`src/rtl/core_mem_arbiter_if.sv`:
```
// Bundle of the fetch bus, data bus and downstream memory port around the arbiter.
// The slave modport is the arbiter's view; master is the core and memory side.
interface core_mem_arbiter_if;
  logic [18:0] instr_m_addr;
  logic [15:0] instr_m_data_out;
  logic        instr_m_access;
  logic        instr_m_ack;

  logic [18:0] data_m_addr;
  logic [15:0] data_m_data_in;
  logic [15:0] data_m_data_out;
  logic        data_m_access;
  logic        data_m_ack;
  logic        data_m_wr_en;
  logic [1:0]  data_m_bytesel;

  logic [18:0] q_m_addr;
  logic [15:0] q_m_data_in;
  logic [15:0] q_m_data_out;
  logic        q_m_access;
  logic        q_m_ack;
  logic        q_m_wr_en;
  logic [1:0]  q_m_bytesel;

  modport slave (
    input  instr_m_addr, instr_m_access,
    output instr_m_data_out, instr_m_ack,
    input  data_m_addr, data_m_data_in, data_m_access, data_m_wr_en, data_m_bytesel,
    output data_m_data_out, data_m_ack,
    output q_m_addr, q_m_data_out, q_m_access, q_m_wr_en, q_m_bytesel,
    input  q_m_data_in, q_m_ack
  );

  modport master (
    output instr_m_addr, instr_m_access,
    input  instr_m_data_out, instr_m_ack,
    output data_m_addr, data_m_data_in, data_m_access, data_m_wr_en, data_m_bytesel,
    input  data_m_data_out, data_m_ack,
    input  q_m_addr, q_m_data_out, q_m_access, q_m_wr_en, q_m_bytesel,
    output q_m_data_in, q_m_ack
  );
endinterface

```
`src/rtl/core_mem_arbiter.sv`:
```
// Two-requester (fetch/data) arbiter onto one memory port, one transaction in flight.
// Request->q_m_access 1 cycle, q_m_ack->requester ack 1 cycle; memory stalls by delaying q_m_ack.
module core_mem_arbiter #(
  parameter int ROUND_ROBIN = 1
) (
  input logic             clk,
  input logic             reset,
  core_mem_arbiter_if.slave bus
);

  typedef enum logic [1:0] {
    S_IDLE  = 2'd0,
    S_SERVE = 2'd1,
    S_RESP  = 2'd2
  } state_t;

  localparam logic G_INSTR = 1'b0;
  localparam logic G_DATA  = 1'b1;

  state_t      r_state;
  logic        r_grant;
  logic        r_last_grant;
  logic [18:0] r_q_addr;
  logic [15:0] r_q_data_out;
  logic        r_q_access;
  logic        r_q_wr_en;
  logic [1:0]  r_q_bytesel;
  logic        r_instr_ack;
  logic        r_data_ack;
  logic [15:0] r_instr_data_out;
  logic [15:0] r_data_data_out;

  logic        w_any_req;
  logic        w_pick;

  assign w_any_req = bus.instr_m_access | bus.data_m_access;

  // Under contention, round-robin favours whoever did not win last time.
  always_comb begin
    w_pick = G_INSTR;
    if (bus.instr_m_access && bus.data_m_access) begin
      w_pick = (ROUND_ROBIN != 0) ? ~r_last_grant : G_DATA;
    end else if (bus.data_m_access) begin
      w_pick = G_DATA;
    end
  end

  always_ff @(posedge clk) begin
    if (reset) begin
      r_state          <= S_IDLE;
      r_grant          <= G_INSTR;
      r_last_grant     <= G_INSTR;
      r_q_addr         <= '0;
      r_q_data_out     <= '0;
      r_q_access       <= 1'b0;
      r_q_wr_en        <= 1'b0;
      r_q_bytesel      <= '0;
      r_instr_ack      <= 1'b0;
      r_data_ack       <= 1'b0;
      r_instr_data_out <= '0;
      r_data_data_out  <= '0;
    end else begin
      case (r_state)
        S_IDLE: begin
          if (w_any_req) begin
            r_grant    <= w_pick;
            r_q_access <= 1'b1;
            r_state    <= S_SERVE;
            if (w_pick == G_DATA) begin
              r_q_addr     <= bus.data_m_addr;
              r_q_data_out <= bus.data_m_data_in;
              r_q_wr_en    <= bus.data_m_wr_en;
              r_q_bytesel  <= bus.data_m_bytesel;
            end else begin
              r_q_addr     <= bus.instr_m_addr;
              r_q_data_out <= '0;
              r_q_wr_en    <= 1'b0;
              r_q_bytesel  <= 2'b11;
            end
          end
        end
        S_SERVE: begin
          // Read data is returned on writes too; requesters simply ignore it.
          if (bus.q_m_ack) begin
            r_q_access       <= 1'b0;
            r_instr_ack      <= (r_grant == G_INSTR);
            r_data_ack       <= (r_grant == G_DATA);
            r_instr_data_out <= bus.q_m_data_in;
            r_data_data_out  <= bus.q_m_data_in;
            r_state          <= S_RESP;
          end
        end
        S_RESP: begin
          r_instr_ack      <= 1'b0;
          r_data_ack       <= 1'b0;
          r_instr_data_out <= '0;
          r_data_data_out  <= '0;
          r_last_grant     <= r_grant;
          r_state          <= S_IDLE;
        end
        default: begin
          r_state <= S_IDLE;
        end
      endcase
    end
  end

  assign bus.q_m_addr         = r_q_addr;
  assign bus.q_m_data_out     = r_q_data_out;
  assign bus.q_m_access       = r_q_access;
  assign bus.q_m_wr_en        = r_q_wr_en;
  assign bus.q_m_bytesel      = r_q_bytesel;
  assign bus.instr_m_ack      = r_instr_ack;
  assign bus.data_m_ack       = r_data_ack;
  assign bus.instr_m_data_out = r_instr_data_out;
  assign bus.data_m_data_out  = r_data_data_out;

endmodule

```
`src/flat_wrapper.sv`:
```
// flat-port wrapper written by rule: the top's interface ports become plain ports
module core_mem_arbiter_flat 
#(
  parameter int ROUND_ROBIN = 1
)
  (clk, reset, bus_instr_m_addr, bus_instr_m_access, bus_instr_m_data_out, bus_instr_m_ack, bus_data_m_addr, bus_data_m_data_in, bus_data_m_access, bus_data_m_wr_en, bus_data_m_bytesel, bus_data_m_data_out, bus_data_m_ack, bus_q_m_addr, bus_q_m_data_out, bus_q_m_access, bus_q_m_wr_en, bus_q_m_bytesel, bus_q_m_data_in, bus_q_m_ack);
  core_mem_arbiter_if bus_i ();
  input logic clk;
  input logic reset;
  input wire logic [$bits(bus_i.instr_m_addr)-1:0] bus_instr_m_addr;
  input wire logic [$bits(bus_i.instr_m_access)-1:0] bus_instr_m_access;
  output wire logic [$bits(bus_i.instr_m_data_out)-1:0] bus_instr_m_data_out;
  output wire logic [$bits(bus_i.instr_m_ack)-1:0] bus_instr_m_ack;
  input wire logic [$bits(bus_i.data_m_addr)-1:0] bus_data_m_addr;
  input wire logic [$bits(bus_i.data_m_data_in)-1:0] bus_data_m_data_in;
  input wire logic [$bits(bus_i.data_m_access)-1:0] bus_data_m_access;
  input wire logic [$bits(bus_i.data_m_wr_en)-1:0] bus_data_m_wr_en;
  input wire logic [$bits(bus_i.data_m_bytesel)-1:0] bus_data_m_bytesel;
  output wire logic [$bits(bus_i.data_m_data_out)-1:0] bus_data_m_data_out;
  output wire logic [$bits(bus_i.data_m_ack)-1:0] bus_data_m_ack;
  output wire logic [$bits(bus_i.q_m_addr)-1:0] bus_q_m_addr;
  output wire logic [$bits(bus_i.q_m_data_out)-1:0] bus_q_m_data_out;
  output wire logic [$bits(bus_i.q_m_access)-1:0] bus_q_m_access;
  output wire logic [$bits(bus_i.q_m_wr_en)-1:0] bus_q_m_wr_en;
  output wire logic [$bits(bus_i.q_m_bytesel)-1:0] bus_q_m_bytesel;
  input wire logic [$bits(bus_i.q_m_data_in)-1:0] bus_q_m_data_in;
  input wire logic [$bits(bus_i.q_m_ack)-1:0] bus_q_m_ack;
  assign bus_i.instr_m_addr = bus_instr_m_addr;
  assign bus_i.instr_m_access = bus_instr_m_access;
  assign bus_instr_m_data_out = bus_i.instr_m_data_out;
  assign bus_instr_m_ack = bus_i.instr_m_ack;
  assign bus_i.data_m_addr = bus_data_m_addr;
  assign bus_i.data_m_data_in = bus_data_m_data_in;
  assign bus_i.data_m_access = bus_data_m_access;
  assign bus_i.data_m_wr_en = bus_data_m_wr_en;
  assign bus_i.data_m_bytesel = bus_data_m_bytesel;
  assign bus_data_m_data_out = bus_i.data_m_data_out;
  assign bus_data_m_ack = bus_i.data_m_ack;
  assign bus_q_m_addr = bus_i.q_m_addr;
  assign bus_q_m_data_out = bus_i.q_m_data_out;
  assign bus_q_m_access = bus_i.q_m_access;
  assign bus_q_m_wr_en = bus_i.q_m_wr_en;
  assign bus_q_m_bytesel = bus_i.q_m_bytesel;
  assign bus_i.q_m_data_in = bus_q_m_data_in;
  assign bus_i.q_m_ack = bus_q_m_ack;
  core_mem_arbiter #(.ROUND_ROBIN(ROUND_ROBIN)) u_core (.clk(clk), .reset(reset), .bus(bus_i));
endmodule
```
`config.mk`:
```
export PLATFORM = sky130hd
export DESIGN_NAME = core_mem_arbiter_flat
export DESIGN_NICKNAME = d
export VERILOG_FILES = /design/src/rtl/core_mem_arbiter_if.sv /design/src/rtl/core_mem_arbiter.sv /design/src/flat_wrapper.sv
export SDC_FILE = /design/constraint.sdc
export NUM_CORES = 1
export LEC_CHECK = 0
export BUFFER_PORTS_ARGS = -buffer_cell sky130_fd_sc_hd__buf_2
export CAP_MARGIN = 5
export CORE_MARGIN = 4
export CORE_UTILIZATION = 43
export DETAILED_ROUTE_END_ITERATION = 8
export PLACE_DENSITY = 0.84
export SYNTH_ARGS = -nofsm -noshare
export SYNTH_HDL_FRONTEND = slang
export SYNTH_SLANG_ARGS = --single-unit
```
`constraint.sdc`:
```
create_clock -name clk -period 1.8 [get_ports clk]
set_clock_uncertainty 0.05 [all_clocks]
set_input_delay 0.36 -clock clk [delete_from_list [all_inputs] [get_ports clk]]
set_output_delay 0.36 -clock clk [all_outputs]
set_load 0.02 [all_outputs]
```
## Word-level counts from Yosys, hierarchy flattened

Index checks and enable logic that the tools add are counted.

| cells by class | value |
|---|---|
| equal/unequal tests | 4 |
| bitwise gates (word level) | 3 |
| multiplexer cells | 18 |
| reductions and logical operators | 8 |

Operator list:

| cell | number |
|---|---|
| $mux W16 | 2 |
| $pmux W16 S2 | 1 |
| $mux W19 | 1 |
| $mux W1 | 7 |
| $mux W2 | 3 |
| $pmux W1 S2 | 3 |
| $reduce_and A2 Y1 | 3 |
| $pmux W2 S2 | 1 |
| $reduce_bool A2 Y1 | 2 |
| $reduce_and A3 Y1 | 1 |
| $eq A2 B1 Y1 const B | 1 |
| $eq A2 B2 Y1 const B | 1 |
| $logic_not A2 Y1 | 1 |
| $ne A2 B1 Y1 const B | 1 |
| $ne A2 B2 Y1 const B | 1 |
| $not A1 Y1 | 2 |
| $logic_and A1 B1 Y1 | 1 |
| $or A1 B1 Y1 | 1 |

| word-level totals | value |
|---|---|
| register bits after elaboration | 61 |
| input bits | 78 |
| logic and storage cells | 44 |
| output and inout port bits | 73 |

## Longest topological paths before layout

Gate-level depths: netlist of run 1.

| depth | value |
|---|---|
| depth after elaboration | 3 |
| mapped depth | 6 |
| gate-level depth less buffers | 3 |

## Worst setup path before layout of run 1

No wires, ideal clock.

| path | value |
|---|---|
| kind | reg-to-reg |
| start | register u_core.r_state[1] |
| end | register u_core.r_data_data_out[0], in the netlist u_core.bus.data_m_data_out[0] |
| library setup time | 117 ps |
| data required time | 1633 ps |
| arrival | 1173 ps |
| path buffers | 2 |
| clock period less this slack | 1340 ps |
| stages on the path, launching flop included | 6 |
| path slack | 460 ps |
| cell sequence | dfxtp_1 > nand3b_1 > and3_1 > buf_2 > buf_2 > a22o_1 |

| on the way | value |
|---|---|
| cells in the longest elaborated chain, start to end | 3 |
| elaborated cells between the ends (all ways) | 6 |
| classes of those cells | eq/ne (3); mux (1); reduce/logical (2) |

RTL lines:

| item | line | text |
|---|---|---|
| start: declaration | core_mem_arbiter.sv:20 | `state_t r_state;` |
| start signal: assignment | core_mem_arbiter.sv:50 | `r_state <= S_IDLE;` |
| start signal: assignment | core_mem_arbiter.sv:68 | `r_state <= S_SERVE;` |
| start signal: assignment | core_mem_arbiter.sv:90 | `r_state <= S_RESP;` |
| $eq A2 B1 Y1 or $eq A2 B2 Y1 (tied branches) | core_mem_arbiter.sv:63 | `case (r_state)` |
| $ne A2 B2 Y1 (no line) or $reduce_bool A2 Y1 (tied branches) | n/a |  |
| $reduce_and A2 Y1 (no line) | n/a |  |
| end signal: assignment | core_mem_arbiter.sv:89 | `r_data_data_out <= bus.q_m_data_in;` |
| end: declaration | core_mem_arbiter.sv:31 | `logic [15:0] r_data_data_out;` |

Several ways; a longest one is shown, not always the timed one.
A chain may end at the register's enable or synchronous reset.

## Worst setup path in the final report of run 1

| path | value |
|---|---|
| start | register u_core.r_state[1] |
| end | register u_core.r_data_data_out[11], in the netlist u_core.bus.data_m_data_out[11] |

The elaborated chain is that of the path after synthesis.

==> flow_summary.html, run 1 <==
<table>
<tr><th>Metric</th><th>Value</th></tr>
<tr><th colspan="2">Run status</th></tr>
<tr><td>Status</td><td>finished clean</td></tr>
<tr><th colspan="2">Timing</th></tr>
<tr><td>Transition time of the tightest slew-check pin</td><td>0.642 ns</td></tr>
<tr><td>Final setup violating endpoints</td><td>0</td></tr>
<tr><td>Max-slew violation total from the final report</td><td>0</td></tr>
<tr><td>Upper clock frequency limit</td><td>649 MHz</td></tr>
<tr><td>Setup tns final</td><td>0 ns</td></tr>
<tr><td>Final WS setup</td><td>0.258 ns</td></tr>
<tr><td>Part of the cycle the worst path needs</td><td>85.7%</td></tr>
<tr><td>Final Hold Violating Endpoints</td><td>0</td></tr>
<tr><td>Relative max-transition margin</td><td>57.2%</td></tr>
<tr><td>RSZ-0062 raised after global routing</td><td>false</td></tr>
<tr><td>Clock period minus worst slack</td><td>1.54 ns</td></tr>
<tr><th colspan="2">Min path</th></tr>
<tr><td>Worst min path class</td><td>in -&gt; reg</td></tr>
<tr><td>Cell depth of the worst hold path</td><td>2</td></tr>
<tr><th colspan="2">Pwr</th></tr>
<tr><td>Standby leakage power</td><td>1.70 nW</td></tr>
<tr><td>Reported net switching power</td><td>0.975 mW</td></tr>
<tr><td>Gate power share</td><td>19.1%</td></tr>
<tr><td>Peak supply drop</td><td>547 uV</td></tr>
<tr><td>Int Pwr</td><td>2.57 mW</td></tr>
<tr><td>Proportion of power drawn by the clock network</td><td>38.3%</td></tr>
<tr><td>Share of total power in sequential cells</td><td>42.7%</td></tr>
<tr><td>Switching Fraction</td><td>27.5%</td></tr>
<tr><td>Power per unit of standard cell area</td><td>1040 nW/um2</td></tr>
<tr><th colspan="2">Final layout</th></tr>
<tr><td>Count of inserted antenna diode cells</td><td>0</td></tr>
<tr><td>Layout Nets</td><td>483</td></tr>
<tr><td>Layout area overhead</td><td>37.0%</td></tr>
<tr><td>Share of layout cells above drive strength 1</td><td>45.4%</td></tr>
<tr><td>Post-route cell area</td><td>3400 um2</td></tr>
<tr><td>Post-Route Utilization</td><td>61.4%</td></tr>
<tr><td>Number of standard cells in the final layout excluding fillers</td><td>482</td></tr>
<tr><th colspan="2">Placement</th></tr>
<tr><td>Post-DP HPWL</td><td>5230 um</td></tr>
<tr><td>Worst-case setup slack after placement</td><td>0.220 ns</td></tr>
<tr><td>Standard cell area after detailed placement</td><td>3180 um2</td></tr>
<tr><td>Cell total after placement</td><td>466</td></tr>
<tr><td>Weighted congestion at the end of routability-driven global placement</td><td>0.818</td></tr>
<tr><td># port buffers</td><td>150</td></tr>
<tr><th colspan="2">Worst setup path</th></tr>
<tr><td>Start-to-end type of the worst setup path</td><td>reg -&gt; reg</td></tr>
<tr><td>Endpoint required time on the critical path</td><td>2.01 ns</td></tr>
<tr><td>Depth of the worst register-to-register path</td><td>3</td></tr>
<tr><td>Worst-path fanout max</td><td>18</td></tr>
<tr><td>Capturing element type of the critical path</td><td>flip-flop</td></tr>
<tr><td>Startpoint class of the critical path</td><td>flip-flop</td></tr>
<tr><td>Data arrival at the endpoint of the critical path</td><td>1.75 ns</td></tr>
<tr><th colspan="2">Clock tree</th></tr>
<tr><td>Post-CTS Setup Inserts</td><td>0</td></tr>
<tr><td>CTS buffer count</td><td>9</td></tr>
<tr><td>Maximum root-to-sink buffer count</td><td>2</td></tr>
<tr><td>Post-CTS Hold Fix Bufs</td><td>0</td></tr>
<tr><td>Clock edge transition at the registers on the reported setup and hold paths</td><td>0.07 ns</td></tr>
<tr><td>Level count of the clock H-tree</td><td>3</td></tr>
<tr><td>Total of cells resized after clock tree synthesis</td><td>0</td></tr>
<tr><td>Clock sink count</td><td>61</td></tr>
<tr><td>Master cell of the clock root buffer</td><td>clkbuf_8</td></tr>
<tr><td>TritonCTS clock tree</td><td>built</td></tr>
<tr><td>Later-pin clock latency in the skew report</td><td>0.32 ns</td></tr>
<tr><th colspan="2">Yosys</th></tr>
<tr><td>Post-Synthesis Cell Area</td><td>2480 um2</td></tr>
<tr><td>Count of unique library cells instantiated by Yosys</td><td>29</td></tr>
<tr><td>Post-synthesis area per instance</td><td>9.10 um2</td></tr>
<tr><td>Instance count of the mapped netlist</td><td>273</td></tr>
<tr><td>Warning count from the yosys run</td><td>0</td></tr>
<tr><td>Net Count, Synth</td><td>351</td></tr>
<tr><td>Sequential-to-total area share from yosys stat</td><td>49.1%</td></tr>
<tr><td>Synthesis-stage register bit count</td><td>61</td></tr>
<tr><th colspan="2">Floorplan</th></tr>
<tr><td>IO Count</td><td>151</td></tr>
<tr><td>Die height</td><td>84.0 um</td></tr>
<tr><td>Die width</td><td>84.0 um</td></tr>
<tr><td>Initial core utilization</td><td>44.9%</td></tr>
<tr><td>Row cnt</td><td>27</td></tr>
<tr><td>Core ar.</td><td>5540 um2</td></tr>
<tr><td>Die Area</td><td>7060 um2</td></tr>
<tr><th colspan="2">Route</th></tr>
<tr><td>DRC violation count after routing</td><td>0</td></tr>
<tr><td>Iter 0 DRT Violations</td><td>97</td></tr>
<tr><td>Via count</td><td>2,578</td></tr>
<tr><td>Detailed Route WL</td><td>7080 um</td></tr>
<tr><td>Number of detailed-routing iterations run before antenna repair</td><td>5</td></tr>
<tr><td>Vias per cell</td><td>5.35</td></tr>
<tr><td>Avg WL per Cell</td><td>14.7 um</td></tr>
<tr><td>Residual antenna-violating net count after detailed routing</td><td>0</td></tr>
<tr><th colspan="2">Job</th></tr>
<tr><td>Number of violations of the max-capacitance limit</td><td>0</td></tr>
<tr><th colspan="2">Global routing</th></tr>
<tr><td>Aggregate global routing overflow</td><td>0</td></tr>
<tr><td>Global-route wire length before repair</td><td>11,700 um</td></tr>
<tr><td>Antenna violations before repair</td><td>0</td></tr>
<tr><td>Largest net degree at the start of global routing</td><td>25</td></tr>
<tr><td>Via count of the first global-routing pass</td><td>2,545</td></tr>
<tr><td>Global routing usage summed across all routing layers</td><td>19.8%</td></tr>
</table>
[worst max-delay path, cell delays in order (launching register included)]
cell and delay (ns):
dfxtp_1 0.40, nand3b_1 0.20, and3_1 0.60, a22o_1 0.23
[per-layer routing]
metal	track usage [%]	vias up	routed length (um)
met5	0	-	0
met4	7.31	0	90
met3	6.12	11	635
met2	33.1	119	3380
met1	23.7	1202	2980
li1	-	1246	-
[per-stage QoR]
stage	total power, mW	hold WS (ns)
2_1_floorplan	1.97	0.430
3_3_place_gp	2.21	0.392
3_5_place_dp	2.22	0.405
4_1_cts	3.58	0.183
5_1_grt	3.71	0.186
6_report	3.55	0.200
[flip-flops by register name, indices dropped and copies added (netlist names)]
name	count
u_core.bus.q_m_addr	19
u_core.bus.instr_m_ack	1
u_core.r_last_grant	1
u_core.bus.data_m_ack	1
u_core.bus.data_m_data_out	16
u_core.r_state	2
u_core.bus.q_m_access	1
u_core.bus.q_m_wr_en	1
u_core.bus.q_m_bytesel	2
u_core.bus.q_m_data_out	16
u_core.r_grant	1
[kinds of logic after synthesis]
| kind of cell | share of synthesized area, % |
|---|---|
| muxes | 0.403 |
| and+or+nand+nor | 13.6 |
| DFF | 49.1 |
| buffers and inverters | 10.3 |
| AOI/OAI and AO/OA | 26.5 |
[layout make-up]
| class | instances | area (um2) |
|---|---|---|
| flip-flops and latches | 61 | 1220 |
| inverters | 1 | 3.75 |
| well taps | 72 | 90.1 |
| clock buffers | 12 | 155 |
| clock inverters | 4 | 70.1 |
| fillers | 499 | 2140 |
| multi-input cells | 170 | 1010 |
| repair buffers | 162 | 853 |
[worst paths after layout]
| path | from | to | slack, ns |
|---|---|---|---|
| max | u_core.r_state[1] | u_core.bus.data_m_data_out[11] | 0.26 |
| min | bus_q_m_data_in[1] | u_core.bus.data_m_data_out[1] | 0.20 |
| min reg2reg | u_core.bus.q_m_access | u_core.bus.q_m_access | 0.41 |
| max reg2reg | u_core.r_state[1] | u_core.bus.data_m_data_out[11] | 0.26 |
[placed cells by master, fill, tap and decap left out, types with 2 or more instances in the layout]
cell type and instances:
nand2_1 41, clkinv_2 2, bufinv_16 2, buf_2 150
a311oi_1 19, buf_4 11, a22o_1 17, o21ai_1 2
o21ai_0 16, dfxtp_1 61, a21oi_1 39, clkbuf_8 11
nand4_1 17, o221a_2 2, nor2_2 4
[power by group through the flow]
stage	Combinational [mW]	Clock [mW]	Sequential, mW
finish	0.677	1.36	1.51
global route	0.740	1.45	1.53
CTS	0.681	1.39	1.51
detailed placement	0.681	0	1.54
global placement	0.669	0	1.54
floorplan	0.313	0	1.66
[synthesized netlist by cell type]
master / number / area [um2]
or2_2: 1 / 6.26
o21ai_0: 16 / 80.1
clkbuf_1: 8 / 30.0
buf_6: 1 / 11.3
o221a_2: 2 / 22.5
nor2_1: 2 / 7.51
buf_2: 10 / 50.1
or2_1: 1 / 6.26
a21oi_1: 39 / 195
a21o_1: 1 / 7.51
a22o_1: 17 / 149
nand4_1: 17 / 106
nand3_1: 1 / 5.00
inv_1: 1 / 3.75
nand2b_1: 1 / 6.26
dfxtp_1: 61 / 1220
nand2_1: 41 / 154
mux2i_1: 1 / 10.0
buf_1: 1 / 3.75
a21bo_1: 1 / 10.0
nand3b_1: 1 / 7.51
buf_4: 21 / 158
o21ai_1: 2 / 10.0
or3b_2: 1 / 8.76
a311oi_1: 19 / 166
a21boi_4: 1 / 18.8
nor3_1: 1 / 5.00
and3_1: 1 / 6.26
nor2_2: 3 / 18.8
(Power assumes the default switching activity.)
==> run 2, diff against run 1 <==
==> constraint.sdc (replaced) <==
create_clock -name clk -period 1.8 [get_ports clk]
set_clock_uncertainty 0.05 [all_clocks]
set_input_delay 0.27 -clock clk [delete_from_list [all_inputs] [get_ports clk]]
set_output_delay 0.27 -clock clk [all_outputs]
set_load 0.02 [all_outputs]
==> run 2 against run 1 <==
Core utilization fell by 1.3 points. Final cell count fell by 0.41%. Critical path depth did not move. Via count fell by 2.5%. Sequential cell count did not move. Die area did not move. Combinational power fell by 0.6%. Global-route usage fell by 0.24 points. Sequential share of layout area rose by 0.80 points. Final area fell by 2.2%. Critical path type unchanged. Highest routed layer unchanged.
==> flow_summary.html, run 2 (synthesis gave the netlist of run 1 again) <==
<table>
<tr><th>Metric</th><th>Value</th></tr>
<tr><th colspan="2">Clock tree</th></tr>
<tr><td>Post-CTS Hold Fix Bufs</td><td>0</td></tr>
<tr><td>TritonCTS clock tree</td><td>built</td></tr>
<tr><td>CTS buffer count</td><td>9</td></tr>
<tr><td>Total of cells resized after clock tree synthesis</td><td>0</td></tr>
<tr><td>Master cell of the clock root buffer</td><td>clkbuf_8</td></tr>
<tr><td>Level count of the clock H-tree</td><td>3</td></tr>
<tr><td>Maximum root-to-sink buffer count</td><td>2</td></tr>
<tr><td>Post-CTS Setup Inserts</td><td>0</td></tr>
<tr><td>Clock sink count</td><td>61</td></tr>
<tr><td>Later-pin clock latency in the skew report</td><td>0.32 ns</td></tr>
<tr><td>Clock edge transition at the registers on the reported setup and hold paths</td><td>0.06 ns</td></tr>
<tr><th colspan="2">Final layout</th></tr>
<tr><td>Leading cell type in the layout, fill and taps excluded</td><td>buf_2</td></tr>
<tr><td>Layout Nets</td><td>482</td></tr>
<tr><td>Post-route cell area</td><td>3330 um2</td></tr>
<tr><td>Flip-flop count of the largest register, all copies and words added</td><td>19</td></tr>
<tr><td>Layout area overhead</td><td>34.0%</td></tr>
<tr><td>Fill count</td><td>519</td></tr>
<tr><td>Count of inserted antenna diode cells</td><td>0</td></tr>
<tr><td>Leading cell types in the layout, fill and taps excluded</td><td>buf_2 (150), dfxtp_1 (61), nand2_1 (41)</td></tr>
<tr><td>Share of layout cells above drive strength 1</td><td>44.6%</td></tr>
<tr><th colspan="2">Route</th></tr>
<tr><td>Vias per cell</td><td>5.24</td></tr>
<tr><td>DRC violation count after routing</td><td>0</td></tr>
<tr><td>Iter 0 DRT Violations</td><td>102</td></tr>
<tr><td>Detailed Route WL</td><td>6950 um</td></tr>
<tr><td>Residual antenna-violating net count after detailed routing</td><td>0</td></tr>
<tr><td>Avg WL per Cell</td><td>14.5 um</td></tr>
<tr><td>Via count</td><td>2,513</td></tr>
<tr><td>Number of detailed-routing iterations run before antenna repair</td><td>5</td></tr>
<tr><th colspan="2">Placement</th></tr>
<tr><td>Standard cell area after detailed placement</td><td>3170 um2</td></tr>
<tr><td>Weighted congestion at the end of routability-driven global placement</td><td>0.823</td></tr>
<tr><td># port buffers</td><td>150</td></tr>
<tr><td>Worst-case setup slack after placement</td><td>0.319 ns</td></tr>
<tr><td>Post-DP HPWL</td><td>5200 um</td></tr>
<tr><th colspan="2">Worst setup path</th></tr>
<tr><td>Delay of the slowest cell on the worst path</td><td>0.59 ns</td></tr>
<tr><td>Startpoint of the most critical register-to-register path</td><td>u_core.r_state[1]</td></tr>
<tr><td>Endpoint required time on the critical path</td><td>2.02 ns</td></tr>
<tr><td>Data arrival at the endpoint of the critical path</td><td>1.72 ns</td></tr>
<tr><td>Launching element of the worst setup path</td><td>u_core.r_state[1]</td></tr>
<tr><td>Startpoint class of the critical path</td><td>flip-flop</td></tr>
<tr><td>Capturing element type of the critical path</td><td>flip-flop</td></tr>
<tr><td>Cell with the largest stage delay on the worst path</td><td>and3_1</td></tr>
<tr><td>Crit path capture</td><td>u_core.bus.data_m_data_out[9]</td></tr>
<tr><td>Flop2flop setup slack</td><td>0.30 ns</td></tr>
<tr><td>Destination of the worst register-to-register timing path</td><td>u_core.bus.data_m_data_out[9]</td></tr>
<tr><td>Worst-path fanout max</td><td>18</td></tr>
<tr><td>Depth of the worst register-to-register path</td><td>3</td></tr>
<tr><td>Start-to-end type of the worst setup path</td><td>reg -&gt; reg</td></tr>
<tr><td>Cells traversed along the worst timing path</td><td>nand3b_1, and3_1, a22o_1</td></tr>
<tr><th colspan="2">Timing</th></tr>
<tr><td>Part of the cycle the worst path needs</td><td>83.4%</td></tr>
<tr><td>Upper clock frequency limit</td><td>666 MHz</td></tr>
<tr><td>Clock period minus worst slack</td><td>1.50 ns</td></tr>
<tr><td>Setup tns final</td><td>0 ns</td></tr>
<tr><td>Transition time of the tightest slew-check pin</td><td>0.632 ns</td></tr>
<tr><td>Max-slew violation total from the final report</td><td>0</td></tr>
<tr><td>Smallest hold slack</td><td>0.110 ns</td></tr>
<tr><td>RSZ-0062 raised after global routing</td><td>false</td></tr>
<tr><td>Final Hold Violating Endpoints</td><td>0</td></tr>
<tr><td>Final WS setup</td><td>0.299 ns</td></tr>
<tr><td>Relative max-transition margin</td><td>57.9%</td></tr>
<tr><td>Final setup violating endpoints</td><td>0</td></tr>
<tr><th colspan="2">Pwr</th></tr>
<tr><td>Standby leakage power</td><td>1.66 nW</td></tr>
<tr><td>Peak supply drop</td><td>498 uV</td></tr>
<tr><td>Power per unit of standard cell area</td><td>960 nW/um2</td></tr>
<tr><td>Total power after layout</td><td>3.19 mW</td></tr>
<tr><th colspan="2">Global routing</th></tr>
<tr><td>Aggregate global routing overflow</td><td>0</td></tr>
<tr><td>Global-route wire length before repair</td><td>11,500 um</td></tr>
<tr><td>Global routing usage summed across all routing layers</td><td>19.5%</td></tr>
<tr><td>Antenna violations before repair</td><td>0</td></tr>
<tr><td>Largest net degree at the start of global routing</td><td>39</td></tr>
<tr><td>Via count of the first global-routing pass</td><td>2,405</td></tr>
<tr><th colspan="2">Floorplan</th></tr>
<tr><td>Die Area</td><td>7060 um2</td></tr>
<tr><td>Row cnt</td><td>27</td></tr>
<tr><td>Die width</td><td>84.0 um</td></tr>
<tr><td>Core ar.</td><td>5540 um2</td></tr>
<tr><td>Die height</td><td>84.0 um</td></tr>
<tr><td>IO Count</td><td>151</td></tr>
<tr><td>Initial core utilization</td><td>44.9%</td></tr>
<tr><th colspan="2">Job</th></tr>
<tr><td>Number of violations of the max-capacitance limit</td><td>0</td></tr>
<tr><th colspan="2">Run status</th></tr>
<tr><td>Status</td><td>finished clean</td></tr>
<tr><th colspan="2">Min path</th></tr>
<tr><td>Launch point of the worst hold path</td><td>bus_q_m_data_in[3]</td></tr>
<tr><td>Worst min path class</td><td>in -&gt; reg</td></tr>
</table>
==> run 2: changes by cell type in the layout (fill, tap and decap cells not counted), sizes merged <==
cell    change
bufinv      -2
buf         -1
clkbuf      +1
==> run 2: layout make-up <==
type | instances | area (um2) | area share (%)
Timing Repair Buffer | 161 | 846 | 25.4
Tap cell | 72 | 90.1 | 2.71
Clock inverter | 2 | 10.0 | 0.301
Sequential cell | 61 | 1220 | 36.7
Inverter | 1 | 3.75 | 0.113
Clock buffer | 13 | 149 | 4.47
Multi-Input combinational cell | 170 | 1010 | 30.3
==> run 2: metrics by stage <==
| stage | std cells | util [%] |
|---|---|---|
| 6_report | 480 | 60.1 |
| 5_1_grt | 480 | 60.1 |
| 4_1_cts | 480 | 60.1 |
| 3_5_place_dp | 465 | 57.2 |
| 3_3_place_gp | 465 | 57.2 |
| 2_1_floorplan | 273 | - |
==> run 2: critical path, delay by kind of cell (launching register included) <==
family          cells  cell delay, ns
simple gates        2            0.79
flops               1            0.38
compound gates      1            0.22
==> run 2: how the worst min path moves through the flow <==
| stage | slack, ns | endpoint | cells past startpoint |
|---|---|---|---|
| detailed placement | 0.41 | u_core.bus.instr_m_ack | 1 |
| global route | 0.1 | u_core.bus.data_m_data_out[13] | 2 |
| CTS | 0.1 | u_core.bus.data_m_data_out[3] | 2 |
| floorplan | 0.35 | u_core.bus.data_m_data_out[0] | 1 |
| finish | 0.11 | u_core.bus.data_m_data_out[3] | 2 |
| global placement | 0.38 | u_core.bus.instr_m_ack | 1 |
==> run 2: metal layers <==
metal / track usage (%) / wire length, um / up-vias
met5: 0 / 0 / -
met4: 6.29 / 90 / 0
met3: 5.73 / 665 / 10
met2: 32.5 / 3250 / 114
met1: 24.1 / 2940 / 1147
li1: - / - / 1242
==> run 2: where the power goes <==
part	leakage (nW)	switching (mW)	internal, mW
clock network	0.0833	0.481	0.526
registers	0.501	0.0584	1.46
logic	1.07	0.406	0.267
total	1.66	0.946	2.25
